<file path="src/rtl/uart_receiver.sv">
`default_nettype none
// ============================================================================
//  Module      : uart_receiver
//  Description : UART receive stage. Oversamples an asynchronous 8N1 line
//                (8E1 when UART_RX_PARITY_EN is defined) at CLKS_PER_BIT
//                clocks per bit. Each received byte is presented through a
//                held valid/ack handshake. Framing, parity and overrun
//                errors are flagged as one-cycle pulses.
//  Macro       : UART_RX_PARITY_EN - adds the even-parity bit and parity_err.
//  Revision    : 1.0 - initial release
// ============================================================================
module uart_receiver #(
   parameter int CLKS_PER_BIT = 16
) (
   input  logic       clk,
   input  logic       rst_n,
   input  logic       rx,
   output logic [7:0] data,
   output logic       rx_valid,
   input  logic       rx_ack,
   output logic       framing_err,
   output logic       parity_err,
   output logic       overrun
);

   localparam int CNT_W = $clog2(CLKS_PER_BIT);
   localparam logic [CNT_W-1:0] CNT_HALF = CNT_W'(CLKS_PER_BIT / 2 - 1);
   localparam logic [CNT_W-1:0] CNT_FULL = CNT_W'(CLKS_PER_BIT - 1);

   // Reject unusable bit periods at elaboration time.
   if ((CLKS_PER_BIT < 4) || ((CLKS_PER_BIT % 2) != 0)) begin : g_bad_clks_per_bit
      $error("uart_receiver: CLKS_PER_BIT must be even and at least 4");
   end

   typedef enum logic [2:0] {
      S_IDLE   = 3'd0,
      S_START  = 3'd1,
      S_DATA   = 3'd2,
`ifdef UART_RX_PARITY_EN
      S_PARITY = 3'd3,
`endif
      S_STOP   = 3'd4
   } state_t;

   // Synchronizer and edge-detect history
   logic             sync1_q, sync2_q, rx_prev_q;
   logic             rx_s;

   // Frame FSM
   state_t           state_q, state_d;
   logic [CNT_W-1:0] cnt_q, cnt_d;
   logic [2:0]       idx_q, idx_d;
   logic [7:0]       shift_q, shift_d;

   // Stop-sample verdict, consumed by the output stage one cycle later
   logic             good_q, good_d;
   logic             fe_pend_q, fe_pend_d;

   // Registered outputs
   logic [7:0]       data_q, data_d;
   logic             rx_valid_q, rx_valid_d;
   logic             framing_err_q, framing_err_d;
   logic             overrun_q, overrun_d;
   logic             load;

`ifdef UART_RX_PARITY_EN
   logic             par_bad_q, par_bad_d;
   logic             pe_pend_q, pe_pend_d;
   logic             parity_err_q, parity_err_d;
`endif

   assign rx_s = sync2_q;

   // Two-flop synchronizer on the asynchronous line plus one flop of history
   // so IDLE only reacts to a genuine 1->0 transition.
   always_ff @(posedge clk or negedge rst_n) begin
      if (!rst_n) begin
         sync1_q   <= 1'b1;
         sync2_q   <= 1'b1;
         rx_prev_q <= 1'b1;
      end else begin
         sync1_q   <= rx;
         sync2_q   <= sync1_q;
         rx_prev_q <= sync2_q;
      end
   end

   // Frame sequencing: next-state, counter, bit index and shift register.
   always_comb begin
      state_d   = state_q;
      cnt_d     = cnt_q;
      idx_d     = idx_q;
      shift_d   = shift_q;
      good_d    = 1'b0;
      fe_pend_d = 1'b0;
`ifdef UART_RX_PARITY_EN
      par_bad_d = par_bad_q;
      pe_pend_d = 1'b0;
`endif
      case (state_q)
         S_IDLE: begin
            cnt_d = '0;
            // After a framing error the line must go high again before the
            // next start edge can be seen, so a break flags only once.
            if (rx_prev_q && !rx_s) begin
               state_d = S_START;
            end
         end
         S_START: begin
            if (cnt_q == CNT_HALF) begin
               cnt_d = '0;
               idx_d = 3'd0;
`ifdef UART_RX_PARITY_EN
               par_bad_d = 1'b0;
`endif
               // A line already back high at mid-start is a glitch.
               state_d = rx_s ? S_IDLE : S_DATA;
            end else begin
               cnt_d = cnt_q + 1'b1;
            end
         end
         S_DATA: begin
            if (cnt_q == CNT_FULL) begin
               cnt_d   = '0;
               shift_d = {rx_s, shift_q[7:1]};
               idx_d   = idx_q + 3'd1;
               if (idx_q == 3'd7) begin
`ifdef UART_RX_PARITY_EN
                  state_d = S_PARITY;
`else
                  state_d = S_STOP;
`endif
               end
            end else begin
               cnt_d = cnt_q + 1'b1;
            end
         end
`ifdef UART_RX_PARITY_EN
         S_PARITY: begin
            if (cnt_q == CNT_FULL) begin
               cnt_d     = '0;
               // Even parity: data plus parity bit must XOR to zero.
               par_bad_d = ^{shift_q, rx_s};
               state_d   = S_STOP;
            end else begin
               cnt_d = cnt_q + 1'b1;
            end
         end
`endif
         S_STOP: begin
            if (cnt_q == CNT_FULL) begin
               cnt_d   = '0;
               state_d = S_IDLE;
               if (!rx_s) begin
                  fe_pend_d = 1'b1;
`ifdef UART_RX_PARITY_EN
               end else if (par_bad_q) begin
                  pe_pend_d = 1'b1;
`endif
               end else begin
                  good_d = 1'b1;
               end
            end else begin
               cnt_d = cnt_q + 1'b1;
            end
         end
         default: begin
            state_d = S_IDLE;
            cnt_d   = '0;
         end
      endcase
   end

   // Output stage: a good frame loads unless a byte is still pending; an ack
   // in the same cycle as the load frees the slot, so the load wins.
   always_comb begin
      load          = good_q && (!rx_valid_q || rx_ack);
      data_d        = load ? shift_q : data_q;
      rx_valid_d    = load ? 1'b1 : (rx_valid_q && !rx_ack);
      overrun_d     = good_q && rx_valid_q && !rx_ack;
      framing_err_d = fe_pend_q;
`ifdef UART_RX_PARITY_EN
      parity_err_d  = pe_pend_q;
`endif
   end

   // All frame and output state; a mid-frame reset abandons the frame silently.
   always_ff @(posedge clk or negedge rst_n) begin
      if (!rst_n) begin
         state_q       <= S_IDLE;
         cnt_q         <= '0;
         idx_q         <= 3'd0;
         shift_q       <= 8'h00;
         good_q        <= 1'b0;
         fe_pend_q     <= 1'b0;
         data_q        <= 8'h00;
         rx_valid_q    <= 1'b0;
         framing_err_q <= 1'b0;
         overrun_q     <= 1'b0;
`ifdef UART_RX_PARITY_EN
         par_bad_q     <= 1'b0;
         pe_pend_q     <= 1'b0;
         parity_err_q  <= 1'b0;
`endif
      end else begin
         state_q       <= state_d;
         cnt_q         <= cnt_d;
         idx_q         <= idx_d;
         shift_q       <= shift_d;
         good_q        <= good_d;
         fe_pend_q     <= fe_pend_d;
         data_q        <= data_d;
         rx_valid_q    <= rx_valid_d;
         framing_err_q <= framing_err_d;
         overrun_q     <= overrun_d;
`ifdef UART_RX_PARITY_EN
         par_bad_q     <= par_bad_d;
         pe_pend_q     <= pe_pend_d;
         parity_err_q  <= parity_err_d;
`endif
      end
   end

   assign data        = data_q;
   assign rx_valid    = rx_valid_q;
   assign framing_err = framing_err_q;
   assign overrun     = overrun_q;
`ifdef UART_RX_PARITY_EN
   assign parity_err  = parity_err_q;
`else
   assign parity_err  = 1'b0;
`endif

endmodule
`default_nettype wire

</file>
<file path="config.mk">
export PLATFORM = sky130hd
export DESIGN_NAME = uart_receiver
export DESIGN_NICKNAME = d
export VERILOG_FILES = /design/src/rtl/uart_receiver.sv
export SDC_FILE = /design/constraint.sdc
export NUM_CORES = 1
export LEC_CHECK = 0
export ABC_AREA = 1
export CAP_MARGIN = 0
export CORE_MARGIN = 2
export CORE_UTILIZATION = 49
export CTS_CLUSTER_DIAMETER = 100
export CTS_CLUSTER_SIZE = 25
export DETAILED_ROUTE_END_ITERATION = 8
export GPL_ROUTABILITY_DRIVEN = 0
export PLACE_DENSITY = 0.74
export SLEW_MARGIN = 20
export SYNTH_ARGS = -nofsm -noshare
export SYNTH_HDL_FRONTEND = slang
export SYNTH_SLANG_ARGS = --single-unit
</file>
<file path="constraint.sdc">
create_clock -name clk -period 1.2 [get_ports clk]
set_input_delay 0.36 -clock clk [delete_from_list [all_inputs] [get_ports clk]]
set_output_delay 0.36 -clock clk [all_outputs]
set_load 0.005 [all_outputs]
</file>
==> run_results.csv <==
group,metric,value,unit
outcome,status,"complete, but fails checks",
outcome,violations,"setup timing",
worst_setup_path,slowest_delay,410,ps
detailed_routing,antenna_left,0,
synth,synth_xor_area_share,0.624,%
clock_network,clock_path_buffers,2,
synth,synth_area,1400,um^2
synth,synth_nets,153,
clock_network,cts_tree,"done",
global_route,grt_usage,17.5,%
placement,portBuffers,14,
synth,synthMuxAreaShare,0,%
floorplan,die_x,57.5,um
run,timing.max_cap.violations,0,
synth,synth_area_leaders,"dfrtp_1, nand2_1, o21ai_0",
placement,dp_slack,-323,ps
timing,fin_skew,9.32,ps
synth,syn_inst,146,
floorplan,initial_utilization,51.4,%
timing,rsz0062_at_grt,"true",
synth,yosys.area.top_type,"dfrtp_1",
layout,n_antenna_cell,0,
clock_network,cts_hold_buf,0,
global_route,antenna_found_initial,0,
timing,setup_viol,11,
global_route,grt_overflow_total,0,
power_and_ir_drop,finalPower,3.26,mW
floorplan,core_area,2730,um^2
synth,yosysWarnings,0,
worst_setup_path,crit_slowest_cell,"dfrtp_1",
layout,regArea,855,um^2
synth,synth-seq-area-share,60.9,%
worst_setup_path,worstPathRequired,840,ps
floorplan,core.rowCount,19,
clock_network,htree_num_levels,2,
worst_setup_path,cp_top_family,"flip-flops",
power_and_ir_drop,intPower,2.30,mW
global_route,grt_pass1_vias,1012,
detailed_routing,routed_wl,2520,um
power_and_ir_drop,netSwitchingFraction,29.6,%
synth,synth-adder-area-share,2.67,%
worst_setup_path,worstPathCellList,"buf_2",
worst_setup_path,endpoint_kind,"output pin",
detailed_routing,wl_per_cell,11.6,um
worst_setup_path,worstSetupStartpointType,"flop",
timing,max_freq,809,MHz
timing,holdWs,361,ps
placement,hpwlAfterDp,1660,um
worst_setup_path,critical_path_class,"flop to output pin",
power_and_ir_drop,power_density,1740,nW/um^2
timing,period_minus_slack,1240,ps
timing,finalHoldViolCount,0,
power_and_ir_drop,ir_drop,1.43,mV
timing,setup_ws,-36.0,ps
worst_setup_path,worst-path-buf-inv,1,
layout,multi_input_area,523,um^2
global_route,grt_pass1_wl,4270,um
power_and_ir_drop,p_switching,0.964,mW
clock_network,clkTransAtPathRegs,110,ps
synth,avgSynthCellArea,9.62,um^2
power_and_ir_drop,pwr-share-clk,33.1,%
clock_network,clk_latency,330,ps
power_and_ir_drop,p_leak,0.934,nW
clock_network,root_buffer,"clkbuf_4",
power_and_ir_drop,share_comb_of_total_power,25.6,%
detailed_routing,drtIter0Drc,23,
synth,synth_seq_cells,34,
detailed_routing,num_vias,1086,
synth,synth-simple-area-share,20.3,%
worst_setup_path,cp_max_fo,2,
floorplan,die_y,57.5,um
layout,fin_nets,192,
timing,drv_slew,0,
detailed_routing,drc,0,
timing,period_share,103,%
synth,synth_top_area_share,55.3,%
floorplan,io_pins,16,
floorplan,die_area,3310,um^2
clock_network,cts_buffers,5,
layout,areaGrowthSynthToFinish,33.2,%
synth,synth_cell_types,24,
detailed_routing,first_pass_iters,5,
layout,nFillCells,206,
power_and_ir_drop,seqPwrFrac,41.3,%
synth,synth_top_family_by_area,"simple AND/OR/NAND/NOR gates",
clock_network,cts.sinks,34,
layout,drive_gt1_share,34.9,%
global_route,grt_max_degree,35,
worst_setup_path,arrival,880,ps
min_path,hold_class,"flop to flop",
synth,synth-compound-area-share,7.93,%
detailed_routing,viasPerCell,5.00,
## path summary, 6_finish.rpt
kind / start / to / slack [ps] / depth (start not counted)
max: data[3] / data[3] / -40 / 1
max in group asynchronous: rst_n / sync1_q / 570 / 2
min reg2reg: fe_pend_q / framing_err / 360 / 0
min in group asynchronous: rst_n / data[6] / 380 / 2
min: fe_pend_q / framing_err / 360 / 0
max reg2reg: state_q[0] / idx_q[2] / -30 / 7
## power by group through the flow
stage	Sequential [mW]	Combinational [mW]	Clock [mW]
after detailed placement	1.34	0.608	0
after floorplan	1.33	0.453	0
final	1.35	0.833	1.08
after global routing	1.36	0.944	1.15
after CTS	1.33	0.711	1.11
after global placement	1.33	0.585	0
## sequential cells by signal (all words and copies together) (netlist names)
register	flops
cnt_q	4
data	8
fe_pend_q	1
framing_err	1
good_q	1
idx_q	3
overrun	1
rx_prev_q	1
rx_s	1
rx_valid	1
shift_q	8
state_q	3
sync1_q	1
## cell type report
cell class                      instances  share of cell area [%]
Sequential cell                        34                    45.7
Multi-Input combinational cell         89                    28.0
Timing Repair Buffer                   36                    14.5
Inverter                               19                    3.82
Clock inverter                          2                    3.21
Clock buffer                            6                    2.74
Tap cell                               31                    2.07
## stage by stage
| step | std cells | utilization (%) | instance area, um^2 | TNS (ps) |
|---|---|---|---|---|
| 3_3_place_gp | 194 | 59.2 | 1620 | -2260 |
| 3_5_place_dp | 194 | 59.2 | 1620 | -2850 |
| 4_1_cts | 210 | 65.3 | 1790 | -472 |
| 6_report | 217 | 68.4 | 1870 | -193 |
| 2_1_floorplan | 146 | - | 1410 | 0 |
| 5_1_grt | 217 | 68.4 | 1870 | -1910 |
## kinds of logic after synthesis
family / after synthesis
xor gates and xnor gates: 1
buffers and inverters: 23
adders and majority gates: 3
and+or+nand+nor: 64
AOI/OAI and AO/OA: 20
DFF: 34
other: 1
## cells in the mapped netlist
cell type	number
a21oi_1	1
buf_2	1
buf_4	2
buf_6	1
conb_1	1
dfrtp_1	31
dfstp_2	3
ha_1	3
inv_1	18
inv_2	1
nand2_1	37
nand2_2	1
nand3_1	7
nand3_4	1
nand4_1	1
nor2_1	11
nor2_2	1
nor2_4	1
nor3_1	3
nor3b_1	1
o21ai_0	17
o21ai_1	1
o21ai_4	1
xor2_1	1
## metal layers
metal,GRT usage (%),vias to the layer above,wire length (um)
li1,-,537,-
met1,20.5,519,1050
met2,28.7,26,1300
met3,4.08,4,145
met4,11.0,0,34
met5,0,-,0
## placed cells by master, fill, tap and decap left out
cell | synthesis | routed
buf_2 | 1 | 11
inv_2 | 1 | 2
nand2_2 | 1 | 3
nor3_2 | 0 | 1
nand3_1 | 7 | 3
nor2_1 | 11 | 9
a21oi_2 | 0 | 1
clkdlybuf4s50_1 | 0 | 3
nor2_2 | 1 | 2
clkbuf_4 | 0 | 5
inv_1 | 18 | 17
ha_4 | 0 | 2
dfstp_2 | 3 | 3
o21ai_4 | 1 | 1
bufinv_16 | 0 | 2
buf_12 | 0 | 1
clkbuf_8 | 0 | 1
o21ai_1 | 1 | 4
ha_2 | 0 | 1
nor3_1 | 3 | 2
nor3b_2 | 0 | 1
nand3_4 | 1 | 1
dfrtp_1 | 31 | 31
buf_4 | 2 | 19
nand4_1 | 1 | 1
conb_1 | 1 | 1
nand3_2 | 0 | 4
nor2_4 | 1 | 2
o21ai_0 | 17 | 14
buf_6 | 1 | 2
xor2_1 | 1 | 1
nand2_1 | 37 | 35
## what timing repair did
action	4_1_cts	5_1_grt
buffers inserted	8	7
resized for setup	57	9
pin swaps	5	4
setup endpoints to repair	26	36
Power figures use the tool's default switching activity.
